===== src/rtl/cp0_pkg.sv =====
// Shared CP0 definitions: register numbers, exception codes,
// SR/Cause bit positions and the EPC victim-address helper.
package cp0_pkg;

  localparam logic [4:0] REG_COUNT   = 5'd9;
  localparam logic [4:0] REG_COMPARE = 5'd11;
  localparam logic [4:0] REG_SR      = 5'd12;
  localparam logic [4:0] REG_CAUSE   = 5'd13;
  localparam logic [4:0] REG_EPC     = 5'd14;
  localparam logic [4:0] REG_PRID    = 5'd15;

  typedef enum logic [4:0] {
    EXC_INT  = 5'd0,
    EXC_ADEL = 5'd4,
    EXC_ADES = 5'd5,
    EXC_SYS  = 5'd8,
    EXC_RI   = 5'd10,
    EXC_OV   = 5'd12
  } exc_code_e;

  localparam int SR_IE    = 0;
  localparam int SR_EXL   = 1;
  localparam int IM_LO    = 10;
  localparam int IM_HI    = 15;
  localparam int IP_LO    = 10;
  localparam int IP_HI    = 15;
  localparam int EXC_LO   = 2;
  localparam int EXC_HI   = 6;
  localparam int CAUSE_BD = 31;

  // Victim in a delay slot restarts at the branch; force word alignment.
  function automatic logic [31:0] epc_of(
    input logic [31:0] pc,
    input logic        bd
  );
    logic [31:0] t;
    t = bd ? pc - 32'd4 : pc;
    return {t[31:2], 2'b00};
  endfunction

endpackage


===== src/rtl/cp0_timer.sv =====
// Count/Compare timer: free-running Count, sticky TI on match.
// Ports: clk, reset, we_count_i, we_compare_i, wd_i, count_o, compare_o, ti_o.
module cp0_timer
  import cp0_pkg::*;
(
  input  logic        clk,
  input  logic        reset,
  input  logic        we_count_i,
  input  logic        we_compare_i,
  input  logic [31:0] wd_i,
  output logic [31:0] count_o,
  output logic [31:0] compare_o,
  output logic        ti_o
);

  logic [31:0] count_q, count_d;
  logic [31:0] compare_q, compare_d;
  logic        ti_q, ti_d;

  always_comb begin
    count_d   = we_count_i ? wd_i : count_q + 32'd1;
    compare_d = we_compare_i ? wd_i : compare_q;
    ti_d      = ti_q;
    // Compare write acknowledges the timer even if it matches now.
    if (we_compare_i)
      ti_d = 1'b0;
    else if (count_q == compare_q && compare_q != 32'd0)
      ti_d = 1'b1;
  end

  always_ff @(posedge clk) begin
    if (reset) begin
      count_q   <= '0;
      compare_q <= '0;
      ti_q      <= 1'b0;
    end else begin
      count_q   <= count_d;
      compare_q <= compare_d;
      ti_q      <= ti_d;
    end
  end

  assign count_o   = count_q;
  assign compare_o = compare_q;
  assign ti_o      = ti_q;

endmodule


===== src/rtl/cp0_unit.sv =====
// Coprocessor 0: SR/Cause/EPC/PRId, exception and interrupt request.
// Ports: clk, reset, en/cp0_addr/cp0_wd (mtc0), cp0_rd (mfc0),
// vpc/bd_in/exc_code_in/hw_int/eret (M stage), req, epc_out.
// Optional timer (Count/Compare) built when CP0_COUNT_EN is defined.
module cp0_unit
  import cp0_pkg::*;
#(
  parameter logic [31:0] PRID = 32'h0000_0000
) (
  input  logic        clk,
  input  logic        reset,
  input  logic        en,
  input  logic [4:0]  cp0_addr,
  input  logic [31:0] cp0_wd,
  output logic [31:0] cp0_rd,
  input  logic [31:0] vpc,
  input  logic        bd_in,
  input  logic [4:0]  exc_code_in,
  input  logic [5:0]  hw_int,
  input  logic        eret,
  output logic        req,
  output logic [31:0] epc_out
);

  logic [5:0]  im_q, im_d;
  logic        exl_q, exl_d;
  logic        ie_q, ie_d;
  logic        bd_q, bd_d;
  logic [5:0]  ip_q, ip_d;
  logic [4:0]  exc_q, exc_d;
  logic [31:0] epc_q, epc_d;

  logic [31:0] count_w;
  logic [31:0] compare_w;
  logic        ti_w;
  logic [5:0]  ip_now;
  logic        int_req;
  logic        exc_req;
  logic        we;

  assign ip_now  = hw_int | {ti_w, 5'b0};
  assign int_req = !exl_q && ie_q && |(ip_now & im_q);
  assign exc_req = !exl_q && (exc_code_in != 5'd0);
  assign req     = int_req || exc_req;
  assign we      = en && !req;

`ifdef CP0_COUNT_EN
  cp0_timer u_timer (
    .clk          (clk),
    .reset        (reset),
    .we_count_i   (we && cp0_addr == REG_COUNT),
    .we_compare_i (we && cp0_addr == REG_COMPARE),
    .wd_i         (cp0_wd),
    .count_o      (count_w),
    .compare_o    (compare_w),
    .ti_o         (ti_w)
  );
`else
  assign count_w   = 32'd0;
  assign compare_w = 32'd0;
  assign ti_w      = 1'b0;
`endif

  always_comb begin
    im_d  = im_q;
    exl_d = exl_q;
    ie_d  = ie_q;
    bd_d  = bd_q;
    ip_d  = ip_now;
    exc_d = exc_q;
    epc_d = epc_q;
    if (req) begin
      exl_d = 1'b1;
      bd_d  = bd_in;
      exc_d = int_req ? EXC_INT : exc_code_in;
      epc_d = epc_of(vpc, bd_in);
    end else begin
      unique case (1'b1)
        en && cp0_addr == REG_SR: begin
          im_d  = cp0_wd[IM_HI:IM_LO];
          exl_d = cp0_wd[SR_EXL];
          ie_d  = cp0_wd[SR_IE];
        end
        en && cp0_addr == REG_EPC:
          epc_d = cp0_wd;
        default: ;
      endcase
      if (eret)
        exl_d = 1'b0;
    end
  end

  always_ff @(posedge clk) begin
    if (reset) begin
      im_q  <= '0;
      exl_q <= 1'b0;
      ie_q  <= 1'b0;
      bd_q  <= 1'b0;
      ip_q  <= '0;
      exc_q <= '0;
      epc_q <= '0;
    end else begin
      im_q  <= im_d;
      exl_q <= exl_d;
      ie_q  <= ie_d;
      bd_q  <= bd_d;
      ip_q  <= ip_d;
      exc_q <= exc_d;
      epc_q <= epc_d;
    end
  end

  always_comb begin
    cp0_rd = 32'd0;
    case (cp0_addr)
      REG_SR:
        cp0_rd = {16'b0, im_q, 8'b0, exl_q, ie_q};
      REG_CAUSE:
        cp0_rd = {bd_q, 15'b0, ip_q, 3'b0, exc_q, 2'b0};
      REG_EPC:     cp0_rd = epc_q;
      REG_PRID:    cp0_rd = PRID;
      REG_COUNT:   cp0_rd = count_w;
      REG_COMPARE: cp0_rd = compare_w;
      default:     cp0_rd = 32'd0;
    endcase
  end

  // Bypass lets "mtc0 EPC; eret" redirect to the freshly written value.
  assign epc_out = (en && cp0_addr == REG_EPC) ? cp0_wd : epc_q;

endmodule

===== config.mk =====
export PLATFORM = sky130hd
export DESIGN_NAME = cp0_unit
export DESIGN_NICKNAME = d
export VERILOG_FILES = /design/src/rtl/cp0_pkg.sv /design/src/rtl/cp0_timer.sv /design/src/rtl/cp0_unit.sv
export SDC_FILE = /design/constraint.sdc
export NUM_CORES = 1
export LEC_CHECK = 0
export ABC_AREA = 0
export CORE_ASPECT_RATIO = 1.1
export CORE_UTILIZATION = 68
export DETAILED_ROUTE_END_ITERATION = 8
export DONT_BUFFER_PORTS = 1
export PLACE_DENSITY = 0.93
export SYNTH_ARGS = -nofsm -noshare
export SYNTH_HDL_FRONTEND = slang
export SYNTH_HIERARCHICAL = 1
export SYNTH_SLANG_ARGS = --single-unit

===== constraint.sdc =====
create_clock -name clk -period 4.85 [get_ports clk]
set_input_delay 0.2425 -clock clk [delete_from_list [all_inputs] [get_ports clk]]
set_output_delay 0.2425 -clock clk [all_outputs]
set_load 0.02 [all_outputs]

==> flow_metrics.env, run 1 <==
export IMPL_diodes=0
export IMPL_place_gp_congestion=0.853
export IMPL_wl_um=7560
export IMPL_crit_fanout=5
export IMPL_via_per_inst=6.70
export IMPL_syn_num_nets=411
export IMPL_rows=25
export IMPL_vias=2498
export IMPL_fmax_ghz=0.423
export IMPL_finalSetupViolations=0
export IMPL_die_x_um=66.0
export IMPL_cp_end_kind="output port"
export IMPL_cts_path_max_buffers=2
export IMPL_place_inst=363
export IMPL_track_usage_pct=30.6
export IMPL_drv_cap=0
export IMPL_grt_max_degree=34
export IMPL_drtAntennaViolNets=0
export IMPL_grt_pass1_vias=2290
export IMPL_syn_avg_cell_area_sq_um=9.42
export IMPL_io_pins=150
export IMPL_slowest_delay_ns=0.74
export IMPL_root_buffer="clkbuf_8"
export IMPL_wire_per_inst_um=20.3
export IMPL_seq_area_frac_synth_pct=34.0
export IMPL_worstHoldPathType="input port to flip-flop"
export IMPL_numCtsBuffers=5
export IMPL_cp_data_required_time_ns=4.61
export IMPL_core_area_sq_um=4320
export IMPL_synth_async_reset_ratio_pct=0
export IMPL_antenna_found_initial=0
export IMPL_netlist_area_sq_um=3060
export IMPL_die_area_sq_um=4780
export IMPL_grt_pass1_wl_um=11200
export IMPL_power_w=0.000881
export IMPL_skew_ns=0.00297
export IMPL_syn_inst=325
export IMPL_hold_viol_final=0
export IMPL_yosys_warnings=6
export IMPL_overflow=0
export IMPL_tns_ns=0
export IMPL_drtIter0Drc=134
export IMPL_clk_insertion_delay_late_ns=0.30
export IMPL_cp_slowest_cell="a311oi_1"
export IMPL_ir_worst_vdd_uv=179
export IMPL_slew_viol_final=0
export IMPL_seqCellArea_sq_um=1040
export IMPL_synth_edf_count=0
export IMPL_ys_types=47
export IMPL_syn_to_final_growth_pct=3.84
export IMPL_maxSlewHeadroom_pct=22.7
export IMPL_rsz0062_at_grt="no"
export IMPL_multi_input_area_sq_um=1920
export IMPL_start_util_pct=71.0
export IMPL_critPathArrivalTime_ns=2.12
export IMPL_drive_gt1_share_pct=17.9
export IMPL_synth_flop_cell="dfxtp_1"
export IMPL_worstPathCellList="a22oi_1, a311oi_1, nor2_1, inv_1"
export IMPL_path_clk_slew_ns=0.09
export IMPL_critPathKind="flip-flop to output port"
export IMPL_die_h_um=72.4
export IMPL_cp_start_kind="flip-flop"
export IMPL_fin_nets=404
export IMPL_status="finished, final reports clean"
export IMPL_cts_resized=0
export IMPL_tritoncts="yes"
export IMPL_num_fill_cells=328
export IMPL_worst_pin_slew_ns=1.16
export IMPL_synth_seq_cells=52
export IMPL_power_density_nw_per_um2=277
export IMPL_h_tree_depth=2
export IMPL_dp_hpwl_um=5530
export IMPL_drtPass1Iterations=4
export IMPL_port_buffers=0
export IMPL_drc=0
export IMPL_layoutNonFillerInstCount=373
export IMPL_post_route_period_util_pct=48.7
export IMPL_clock_sinks=52
export IMPL_p_leak_nw=1.14
export IMPL_period_needed_ns=2.36
synthesized netlist by cell type (3+ instances only):
cell / count / area share (%)
nand4_1: 4 / 0.82
nor4_1: 9 / 1.8
nor2_1: 19 / 2.3
o31a_1: 3 / 0.86
nor3_1: 14 / 2.3
nand2_1: 12 / 1.5
mux2_2: 31 / 11
or3_1: 5 / 1.0
o2bb2ai_1: 23 / 6.6
clkbuf_1: 14 / 1.7
inv_1: 8 / 0.98
o21ai_0: 9 / 1.5
or2_2: 3 / 0.61
xnor2_1: 21 / 6.0
and2_1: 20 / 4.1
a22o_1: 13 / 3.7
xor2_1: 5 / 1.4
a22oi_1: 3 / 0.74
nor2b_1: 7 / 1.4
dfxtp_1: 52 / 34
mux2i_1: 15 / 4.9
per-stage QoR:
step	instance area, sq um	util, %	setup WS, ns	hold WS (ns)
after global placement	3070	71.2	2.64	0.313
after floorplan	3060	-	2.84	0.346
final	3180	73.7	2.49	0.0348
after detailed placement	3070	71.2	2.61	0.313
after CTS	3170	73.4	2.47	0.000859
after global routing	3180	73.7	2.34	0.0264
cells by family (layout without fill, tap and decap cells):
| family | after synthesis | after routing | share of synthesized area, % |
|---|---|---|---|
| AND/OR/NAND/NOR | 110 | 110 | 21.0 |
| XOR/XNOR | 26 | 26 | 7.43 |
| flip-flops | 52 | 52 | 34.0 |
| AO/OA/AOI/OAI | 64 | 64 | 17.4 |
| multiplexers | 46 | 46 | 16.3 |
| adder cells (fa/ha/maj) | 1 | 1 | 0.408 |
| buffers and inverters | 26 | 20 | 3.51 |
final timing paths:
| check | start | to | slack [ns] | cells past startpoint |
|---|---|---|---|---|
| max reg2reg | im_q[4]$_SDFFE_PP0P_ | epc_q[22]$_SDFF_PP0_ | 2.69 | 5 |
| max | im_q[4]$_SDFFE_PP0P_ | req | 2.49 | 4 |
| min | eret | exl_q$_SDFFE_PP0P_ | 0.03 | 1 |
| min reg2reg | bd_q$_SDFFE_PP0N_ | bd_q$_SDFFE_PP0N_ | 0.47 | 2 |
worst max-delay path, delay by kind of cell, from the launching register on:
family                 cells  cell delay [ns]
flip-flops                 1             0.37
AND/OR/NAND/NOR            1             0.27
AO/OA/AOI/OAI              2             0.86
buffers and inverters      1             0.31
placed cells by master (no fill, tap or decap), types with 9 or more instances in the layout:
cell,n
a22o_1,13
and2_1,20
dfxtp_1,52
mux2_2,31
mux2i_1,15
nand2_1,12
nor2_1,19
nor3_1,13
nor4_1,9
o21ai_0,9
o2bb2ai_1,23
xnor2_1,21
registers in the layout (all words and copies together), names as in the netlist:
signal	flops
ip_q	6
ie_q	1
epc_q	32
exl_q	1
bd_q	1
exc_q	5
im_q	6
report_power, final:
part	internal (W)	total (W)	switching [W]
sequential	0.000460	0.000476	0.0000164
clock	0.000101	0.000243	0.000143
combinational	0.0000607	0.000161	0.000100
per-layer routing:
metal,share of wire [%],track usage [%],up-vias
met5,0,0,-
met4,1.9,10.2,0
met3,7.8,7.70,14
met2,52,54.1,103
met1,38,35.8,1198
li1,-,-,1183
layout make-up:
cell class	instances	area share (%)
Multi-Input combinational cell	247	60.3
Sequential cell	52	32.7
Clock buffer	5	2.16
Tap cell	54	2.12
Timing Repair Buffer	4	1.10
Inverter	8	0.944
Clock inverter	3	0.590
repair_timing:
item / CTS / global route
buffers inserted: 0 / 0
hold endpoints to repair: 11 / 3
hold buffers: 1 / 1
Note: power is estimated with default switching activity, not from simulation.
==> run 2: changes to the inputs <==
CORE_UTILIZATION = 57   (was 68)
PLACE_DENSITY = 0.84   (was 0.93)
clock period = 2.1 ns   (was 4.85 ns; I/O delays follow)
==> flow_metrics.env, run 2 (synthesized netlist as in run 1, its figures left out) <==
export IMPL_wl_um=9520
export IMPL_numCtsBuffers=5
export IMPL_reg_top3="epc_q: 32 flops, im_q: 6 flops, ip_q: 6 flops"
export IMPL_fin_nets=479
export IMPL_io_pins=150
export IMPL_critPathArrivalTime_ns=1.83
export IMPL_internal_power_w=0.00156
export IMPL_crit_start="im_q[0]$_SDFFE_PP0P_"
export IMPL_final_common_cell="dfxtp_1"
export IMPL_largest_reg_flops=32
export IMPL_clock_sinks=52
export IMPL_die_h_um=78.9
export IMPL_skew_ns=0.00995
export IMPL_post_route_period_util_pct=92.3
export IMPL_drv_cap=0
export IMPL_track_usage_pct=33.4
export IMPL_seq_power_share_pct=49.6
export IMPL_p_sw_w=0.000665
export IMPL_path_clk_slew_ns=0.10
export IMPL_core_area_sq_um=5100
export IMPL_via_per_inst=6.30
export IMPL_root_buffer="clkbuf_8"
export IMPL_start_util_pct=60.0
export IMPL_tritoncts="yes"
export IMPL_postPlaceCellArea_sq_um=3410
export IMPL_grt_max_degree=33
export IMPL_mostFrequentLayoutCells="52 x dfxtp_1, 44 x buf_4, 35 x dlygate4sd3_1"
export IMPL_critPathKind="flip-flop to output port"
export IMPL_worstHoldPathType="input port to flip-flop"
export IMPL_vias=2937
export IMPL_fmax_ghz=0.516
export IMPL_max_flop_register="epc_q"
export IMPL_h_tree_depth=2
export IMPL_clock_power_share_pct=26.3
export IMPL_syn_to_final_growth_pct=25.8
export IMPL_cp_end_kind="output port"
export IMPL_cp_data_required_time_ns=2.00
export IMPL_diodes=0
export IMPL_die_area_sq_um=5670
export IMPL_drtPass1Iterations=4
export IMPL_seqCellArea_sq_um=1040
export IMPL_cp_start_kind="flip-flop"
export IMPL_drtIter0Drc=213
export IMPL_regToRegStartpoint="im_q[0]$_SDFFE_PP0P_"
export IMPL_drc=0
export IMPL_p_leak_nw=1.49
export IMPL_wire_per_inst_um=20.4
export IMPL_die_x_um=71.9
export IMPL_tns_ns=0
export IMPL_power_density_nw_per_um2=577
export IMPL_num_fill_cells=374
export IMPL_drive_gt1_share_pct=25.4
export IMPL_crit_fanout=5
export IMPL_p_comb_share_pct=24.1
export IMPL_maxSlewHeadroom_pct=49.7
export IMPL_grt_pass1_vias=2998
export IMPL_rsz0062_at_grt="no"
export IMPL_place_gp_congestion=0.861
export IMPL_clk_insertion_delay_late_ns=0.30
export IMPL_slew_viol_final=0
export IMPL_overflow=0
export IMPL_grt_pass1_wl_um=14500
export IMPL_worst_pin_slew_ns=0.746
export IMPL_post_cts_buffers=0
export IMPL_antenna_found_initial=0
export IMPL_hold_viol_final=0
export IMPL_drtAntennaViolNets=0
export IMPL_cts_path_max_buffers=2
export IMPL_ir_worst_vdd_uv=347
export IMPL_finalSetupViolations=0
export IMPL_stdcell_area_sq_um=3850
export IMPL_rows=27
export IMPL_holdCritStartpoint="vpc[29]"
export IMPL_dp_hpwl_um=6490
export IMPL_period_needed_ns=1.94
export IMPL_status="finished, final reports clean"
export IMPL_port_buffers=0
export IMPL_multi_input_area_sq_um=1920
export IMPL_switching_share_pct=29.9
-- run 2: cell types whose count changed in the layout (fill, tap and decap cells not counted) --
| cell | previous run | this run |
|---|---|---|
| dlygate4sd3_1 | 2 | 35 |
| inv_1 | 8 | 7 |
| inv_2 | 0 | 1 |
| buf_4 | 2 | 44 |
| clkinvlp_4 | 0 | 2 |
| clkinv_2 | 2 | 0 |
-- run 2: critical path: stages, from the launching register on --
cell and delay, ns:
dfxtp_1 0.34, a22oi_1 0.29, a311oi_1 0.15, buf_4 0.18, nor2_1 0.18, buf_4 0.17
inv_2 0.06, buf_4 0.16
-- run 2: what timing repair did --
item	4_1_cts	5_1_grt
resized for setup	0	1
hold buffers	35	0
hold endpoints to repair	37	0
setup endpoints to repair	0	1
-- run 2: final cells by class --
type	instances	area share, %
clock buffers	5	1.79
clock inverters	3	0.617
repair buffers	79	17.7
multi-input cells	247	49.8
well taps	72	2.34
inverters	8	0.779
flip-flops and latches	52	27.0
-- run 2: per-layer routing --
layer,track usage (%),vias up,wire (um)
met5,0,-,0
met4,18.8,0,414
met3,7.49,44,767
met2,59.4,169,4880
met1,36.2,1387,3460
li1,-,1337,-
-- run 2: path summary, 6_finish.rpt --
path,endpoint,slack [ns],cells after the start
worst max-delay path,req,0.16,7
worst min-delay path,epc_q[29]$_SDFF_PP0_,0.005,2
worst max register to register,im_q[3]$_SDFFE_PP0P_,0.35,7
worst min register to register,bd_q$_SDFFE_PP0N_,0.48,2
-- run 2: through the flow --
stage	instances	setup WS [ns]	power (W)	hold slack, ns	util [%]
final	466	0.161	0.00222	0.00501	75.5
after global routing	466	0.0642	0.00232	0.000834	75.5
after CTS	466	0.114	0.00222	0.000778	75.5
after detailed placement	423	0.175	0.00159	0.181	66.9
after global placement	423	0.220	0.00157	0.176	66.9
after floorplan	325	0.231	0.00143	0.209	-
-- run 2: power groups by stage --
stage	clock, W	combinational (W)	sequential (W)
after global placement	0	0.000451	0.00112
after CTS	0.000594	0.000526	0.00110
after floorplan	0	0.000326	0.00111
after global routing	0.000642	0.000566	0.00111
after detailed placement	0	0.000463	0.00112
final	0.000585	0.000536	0.00110
